<file path="src/rtl/load_return_unit.sv">
// load_return_unit
//   Load-side memory unit. Accepts one decoded load at a time and issues a
//   word-aligned read to the data-memory port. It shifts the returned word
//   down to the addressed byte lane, then sign- or zero-extends it. The
//   result goes out with its destination tag on a valid/ready writeback port.
//   A misaligned request skips the memory and returns wb_misalign=1 with
//   wb_data=0.
//
//   Encodings:
//     req_memsz : 2'b00 byte, 2'b01 half, 2'b10 word (2'b11 handled as word)
//     req_ldext : 1'b1 sign-extend, 1'b0 zero-extend
//
//   Ports:
//     clk, rst          clock, asynchronous active-high reset
//     flush             kill the in-flight load
//     req_*             load request (valid/ready, addr, memsz, ldext, tag)
//     mem_*             data-memory read port (read strobe, word address,
//                       byte mask, read data, single-cycle response)
//     wb_*              writeback result (valid/ready, data, tag, misalign)
module load_return_unit #(
    parameter int TAG_W = 6
) (
    input  logic             clk,
    input  logic             rst,
    input  logic             flush,
    input  logic             req_valid,
    output logic             req_ready,
    input  logic [31:0]      req_addr,
    input  logic [1:0]       req_memsz,
    input  logic             req_ldext,
    input  logic [TAG_W-1:0] req_tag,
    output logic             mem_read,
    output logic [31:0]      mem_address,
    output logic [3:0]       mem_mbe,
    input  logic [31:0]      mem_rdata,
    input  logic             mem_resp,
    output logic             wb_valid,
    input  logic             wb_ready,
    output logic [31:0]      wb_data,
    output logic [TAG_W-1:0] wb_tag,
    output logic             wb_misalign
);

    localparam logic [1:0] MEM_B   = 2'b00;
    localparam logic [1:0] MEM_H   = 2'b01;
    localparam logic       LDEXT_S = 1'b1;

    typedef enum logic [1:0] {IDLE, REQ, WB, DRAIN} state_t;

    state_t      state, next_state;
    logic [31:0] addr_p0;
    logic [1:0]  memsz_p0;
    logic        ldext_p0;
    logic        accept;
    logic        req_misaligned;

    function automatic logic is_misaligned(input logic [1:0] sz, input logic [1:0] off);
        if (sz == MEM_B)      is_misaligned = 1'b0;
        else if (sz == MEM_H) is_misaligned = off[0];
        else                  is_misaligned = (off != 2'b00);
    endfunction

    function automatic logic [3:0] byte_mask(input logic [1:0] sz, input logic [1:0] off);
        if (sz == MEM_B)      byte_mask = 4'b0001 << off;
        else if (sz == MEM_H) byte_mask = off[1] ? 4'b1100 : 4'b0011;
        else                  byte_mask = 4'b1111;
    endfunction

    // Bring the addressed lane down to bit 0, then extend to 32 bits.
    function automatic logic [31:0] align_extend(input logic [31:0] word,
                                                 input logic [1:0]  off,
                                                 input logic [1:0]  sz,
                                                 input logic        ext);
        logic [31:0]        shifted;
        logic signed [7:0]  byte_s;
        logic signed [15:0] half_s;
        shifted = word >> {off, 3'b000};
        byte_s  = shifted[7:0];
        half_s  = shifted[15:0];
        if (sz == MEM_B) begin
            if (ext == LDEXT_S) align_extend = 32'(byte_s);
            else                align_extend = {24'd0, shifted[7:0]};
        end else if (sz == MEM_H) begin
            if (ext == LDEXT_S) align_extend = 32'(half_s);
            else                align_extend = {16'd0, shifted[15:0]};
        end else begin
            align_extend = shifted;
        end
    endfunction

    // A flush in IDLE blocks acceptance of a request presented in the same cycle.
    assign accept         = (state == IDLE) && req_valid && !flush;
    assign req_misaligned = is_misaligned(req_memsz, req_addr[1:0]);

    // State register
    always_ff @(posedge clk or posedge rst) begin
        if (rst) state <= IDLE;
        else     state <= next_state;
    end

    // Next-state logic
    always_comb begin
        next_state = state;
        unique case (state)
            IDLE:  if (accept) next_state = req_misaligned ? WB : REQ;
            // A flush that coincides with the response discards the data directly.
            REQ: begin
                if (flush)         next_state = mem_resp ? IDLE : DRAIN;
                else if (mem_resp) next_state = WB;
            end
            WB:    if (wb_ready || flush) next_state = IDLE;
            // The read cannot be aborted. Wait it out and throw the data away.
            DRAIN: if (mem_resp) next_state = IDLE;
            default: next_state = IDLE;
        endcase
    end

    // Request capture and writeback result registers
    always_ff @(posedge clk or posedge rst) begin
        if (rst) begin
            addr_p0     <= '0;
            memsz_p0    <= '0;
            ldext_p0    <= 1'b0;
            wb_data     <= '0;
            wb_tag      <= '0;
            wb_misalign <= 1'b0;
        end else begin
            if (accept) begin
                addr_p0     <= req_addr;
                memsz_p0    <= req_memsz;
                ldext_p0    <= req_ldext;
                wb_tag      <= req_tag;
                wb_misalign <= req_misaligned;
                wb_data     <= '0;
            end else if ((state == REQ) && mem_resp && !flush) begin
                wb_data <= align_extend(mem_rdata, addr_p0[1:0], memsz_p0, ldext_p0);
            end
        end
    end

    // Output logic
    always_comb begin
        req_ready   = (state == IDLE);
        mem_read    = (state == REQ) || (state == DRAIN);
        mem_address = {addr_p0[31:2], 2'b00};
        mem_mbe     = 4'b0000;
        if ((state == REQ) || (state == DRAIN))
            mem_mbe = byte_mask(memsz_p0, addr_p0[1:0]);
        wb_valid    = (state == WB);
    end

endmodule

</file>
<file path="config.mk">
export PLATFORM = sky130hd
export DESIGN_NAME = load_return_unit
export DESIGN_NICKNAME = d
export VERILOG_FILES = /design/src/rtl/load_return_unit.sv
export SDC_FILE = /design/constraint.sdc
export NUM_CORES = 1
export LEC_CHECK = 0
export BUFFER_PORTS_ARGS = -buffer_cell sky130_fd_sc_hd__buf_2
export CAP_MARGIN = 20
export CORE_AREA = 5 5 103 105
export CTS_CLUSTER_SIZE = 24
export DETAILED_ROUTE_END_ITERATION = 8
export DIE_AREA = 0 0 108 110
export PLACE_DENSITY_LB_ADDON = 0.12
export SYNTH_ARGS = -nofsm -noshare
export SYNTH_HDL_FRONTEND = slang
export SYNTH_SLANG_ARGS = --single-unit
export TNS_END_PERCENT = 5
</file>
<file path="constraint.sdc">
create_clock -name clk -period 5.05 [get_ports clk]
set_clock_uncertainty 0.1 [all_clocks]
set_input_delay 1.01 -clock clk [delete_from_list [all_inputs] [get_ports clk]]
set_output_delay 1.01 -clock clk [all_outputs]
set_load 0.05 [all_outputs]
</file>
==> flow_summary.toml <==
[sta]
fmax_ghz = 0.313
period_needed_ns = 3.20
setup_viol = 0
tightestPinTransition_ns = 1.02
slew-limit-headroom_pct = 31.8
fin_crit_sh_pct = 63.3
rsz0062_at_grt = "no"
hold_viol = 0
final_max_slew_viol_count = 0
setup_tns_ns = 0

[pwr]
peakVddDrop_mv = 0.203
power_density_mw_per_mm2 = 512
leakage_nw = 2.25
p_sw_mw = 1.07
switching_share_pct = 46.2
clkPwrFrac_pct = 19.2
internal_power_mw = 1.24
p_seq_share_pct = 37.3
power_frac_comb_pct = 43.5

[setup_path]
crit_type = "flop to output port"
slowest_stage = "dfrtp_1"
required_ns = 3.94
cpPeakStageDelay_ns = 0.91
cp_cell_sequence = "nor2b_1 > nor2_1 > o21a_1 > buf_2"
worstPathArrival_ns = 2.09
cp-end-kind = "output port"
crit_family = "flip-flops"
worst_setup_path_start_kind = "flop"
crit_buf_inv = 1
crit_fanout = 21

[global_route]
grt_first_pass_wirelength_um = 14100
antenna_found_initial = 0
grt_overflow = 0
track_usage_pct = 15.1
grt_max_degree = 63
first_global_vias = 2684

[clocking]
cts_tree = "done"
clockBufferDepth = 2
clk_latency_ns = 0.34
cts_root_buf = "clkbuf_8"
cts_buffers = 9
postCtsHoldBufs = 0
post_cts_resized = 0
clkTransAtPathRegs_ns = 0.09
clock-sinks = 76
cts_setup_buffers = 0
h-tree-depth = 3

[drt]
drt_wl_total_um = 8980
antenna_left = 0
first_pass_iters = 4
first_iter_violations = 111
drc = 0
vias = 2698
wl_per_cell_um = 16.2
avgViaCountPerCell = 4.88

[place]
routabilityCongestion = 0.764
dp_hpwl_um = 6670
io_buffers = 154

[synthesis]
ys_types = 35
synth_cells = 299
syn_area_per_cell_um2 = 12.5
yosysWarnings = 0
netlist_area_mm2 = 0.00374
yosysSeqAreaShare_pct = 50.8
ys_ff_latch = 76

[layout]
n_fill_cell = 906
syn_to_final_growth_pct = 20.7
final_util_pct = 47.3
drive_gt1_share_pct = 56.7
n_antenna_cell = 0
fin_nets = 494

[floorplanning]
io_pins = 157
die_w_um = 108
fp-row-count = 36
dieArea_mm2 = 0.0119
core-area_mm2 = 0.00955
start_util_pct = 39.2
die_h_um = 110

[outcome]
status = "completed"

[min_path]
hold_class = "flop to flop"

[flow_run]
cap_violations = 0
-- path summary, 6_finish.rpt --
kind	startpoint	slack [ns]	cells after the start	to
min in group asynchronous	rst	0.46	2	addr_p0[20]$_DFFE_PP0N_
worst min register to register	wb_data[12]$_DFFE_PP0P_	0.38	2	wb_data[12]$_DFFE_PP0P_
worst max-delay path	addr_p0[0]$_DFFE_PP0N_	1.85	4	mem_mbe[0]
worst min-delay path	wb_data[12]$_DFFE_PP0P_	0.38	2	wb_data[12]$_DFFE_PP0P_
max in group asynchronous	rst	3.33	3	wb_data[5]$_DFFE_PP0P_
worst max register to register	addr_p0[0]$_DFFE_PP0N_	2.33	4	wb_data[20]$_DFFE_PP0P_
-- synthesized netlist by cell type (all sizes together) --
master | count | area, um^2
buf | 48 | 368
nor2 | 6 | 30.0
dfrtp | 76 | 1900
nor2b | 6 | 37.5
conb | 1 | 3.75
nand3b | 1 | 7.51
clkinv | 1 | 3.75
a32oi | 1 | 8.76
mux2i | 7 | 70.1
and2 | 1 | 6.26
clkbuf | 5 | 20.0
a21bo | 1 | 10.0
nor4bb | 1 | 16.3
a221o | 16 | 160
o21ai | 18 | 93.8
nand2b | 1 | 6.26
and3b | 2 | 17.5
a21o | 1 | 7.51
inv | 2 | 7.51
mux4 | 1 | 22.5
a21oi | 2 | 13.8
a22o | 8 | 70.1
nand2 | 19 | 71.3
a221oi | 8 | 70.1
o211ai | 2 | 15.0
nor4b | 1 | 15.0
o21a | 5 | 37.5
o21bai | 1 | 7.51
mux2 | 57 | 642
-- layer usage --
layer | global-route usage, % | share of wire [%]
met1 | 21.4 | 46
met2 | 22.2 | 44
met3 | 3.55 | 7.9
met4 | 6.76 | 2.4
met5 | 0 | 0
-- power groups by stage --
stage	clock network, mW	logic [mW]	registers [mW]
finish	0.445	1.01	0.862
global route	0.487	1.07	0.889
CTS	0.465	1.02	0.865
detailed placement	0	1.01	0.877
global placement	0	1.01	0.873
floorplan	0	0.755	1.01
-- cell families after synthesis --
kind of cell / share of synthesized area (%)
DFF: 50.8
and+or+nand+nor: 5.55
AOI/OAI and AO/OA: 13.2
muxes: 19.6
buffers and inverters: 10.7
other: 0.100
-- layout make-up --
cell class | instances | area, um^2 | area share, %
Sequential cell | 76 | 1900 | 42.1
Multi-Input combinational cell | 168 | 1450 | 32.2
Timing Repair Buffer | 157 | 793 | 17.6
Tap cell | 133 | 166 | 3.68
Clock buffer | 9 | 124 | 2.74
Clock inverter | 7 | 66.3 | 1.47
Inverter | 3 | 12.5 | 0.277
-- per-stage QoR --
stage	setup slack (ns)	std cells	power, mW	area, um^2	hold slack, ns
after floorplan	2.00	300	1.76	3740	0.382
after global placement	2.24	537	1.88	4330	0.360
after detailed placement	2.18	537	1.89	4330	0.367
after CTS	1.80	553	2.35	4520	0.387
after global routing	1.67	553	2.44	4520	0.408
final	1.85	553	2.31	4520	0.377
-- tightest hold or removal path, cell delays in order, from the launching register on --
cell     delay [ns]
dfrtp_1        0.34
nand2_1        0.04
o21ai_0        0.06
-- layout by cell type, fill, tap and decap left out, drive strengths merged --
cell type,count
nand2,19
nor4b,1
conb,2
and2,1
nand3b,1
a21bo,1
mux2,57
a32oi,1
nor4bb,1
a221o,16
o211ai,2
mux2i,7
a21oi,2
clkbuf,9
buf,157
a22o,8
o21bai,1
nor2,6
nand2b,1
a221oi,8
nor2b,6
mux4,1
a21o,1
o21ai,18
dfrtp,76
o21a,5
inv,6
and3b,2
clkinv,4
-- registers in the layout (all words and copies together) (netlist names) --
| signal | flops |
|---|---|
| ldext_p0 | 1 |
| wb_tag | 6 |
| wb_data | 32 |
| addr_p0 | 32 |
| memsz_p0 | 2 |
| state | 2 |
| wb_misalign | 1 |
Power figures use the tool's default switching activity.
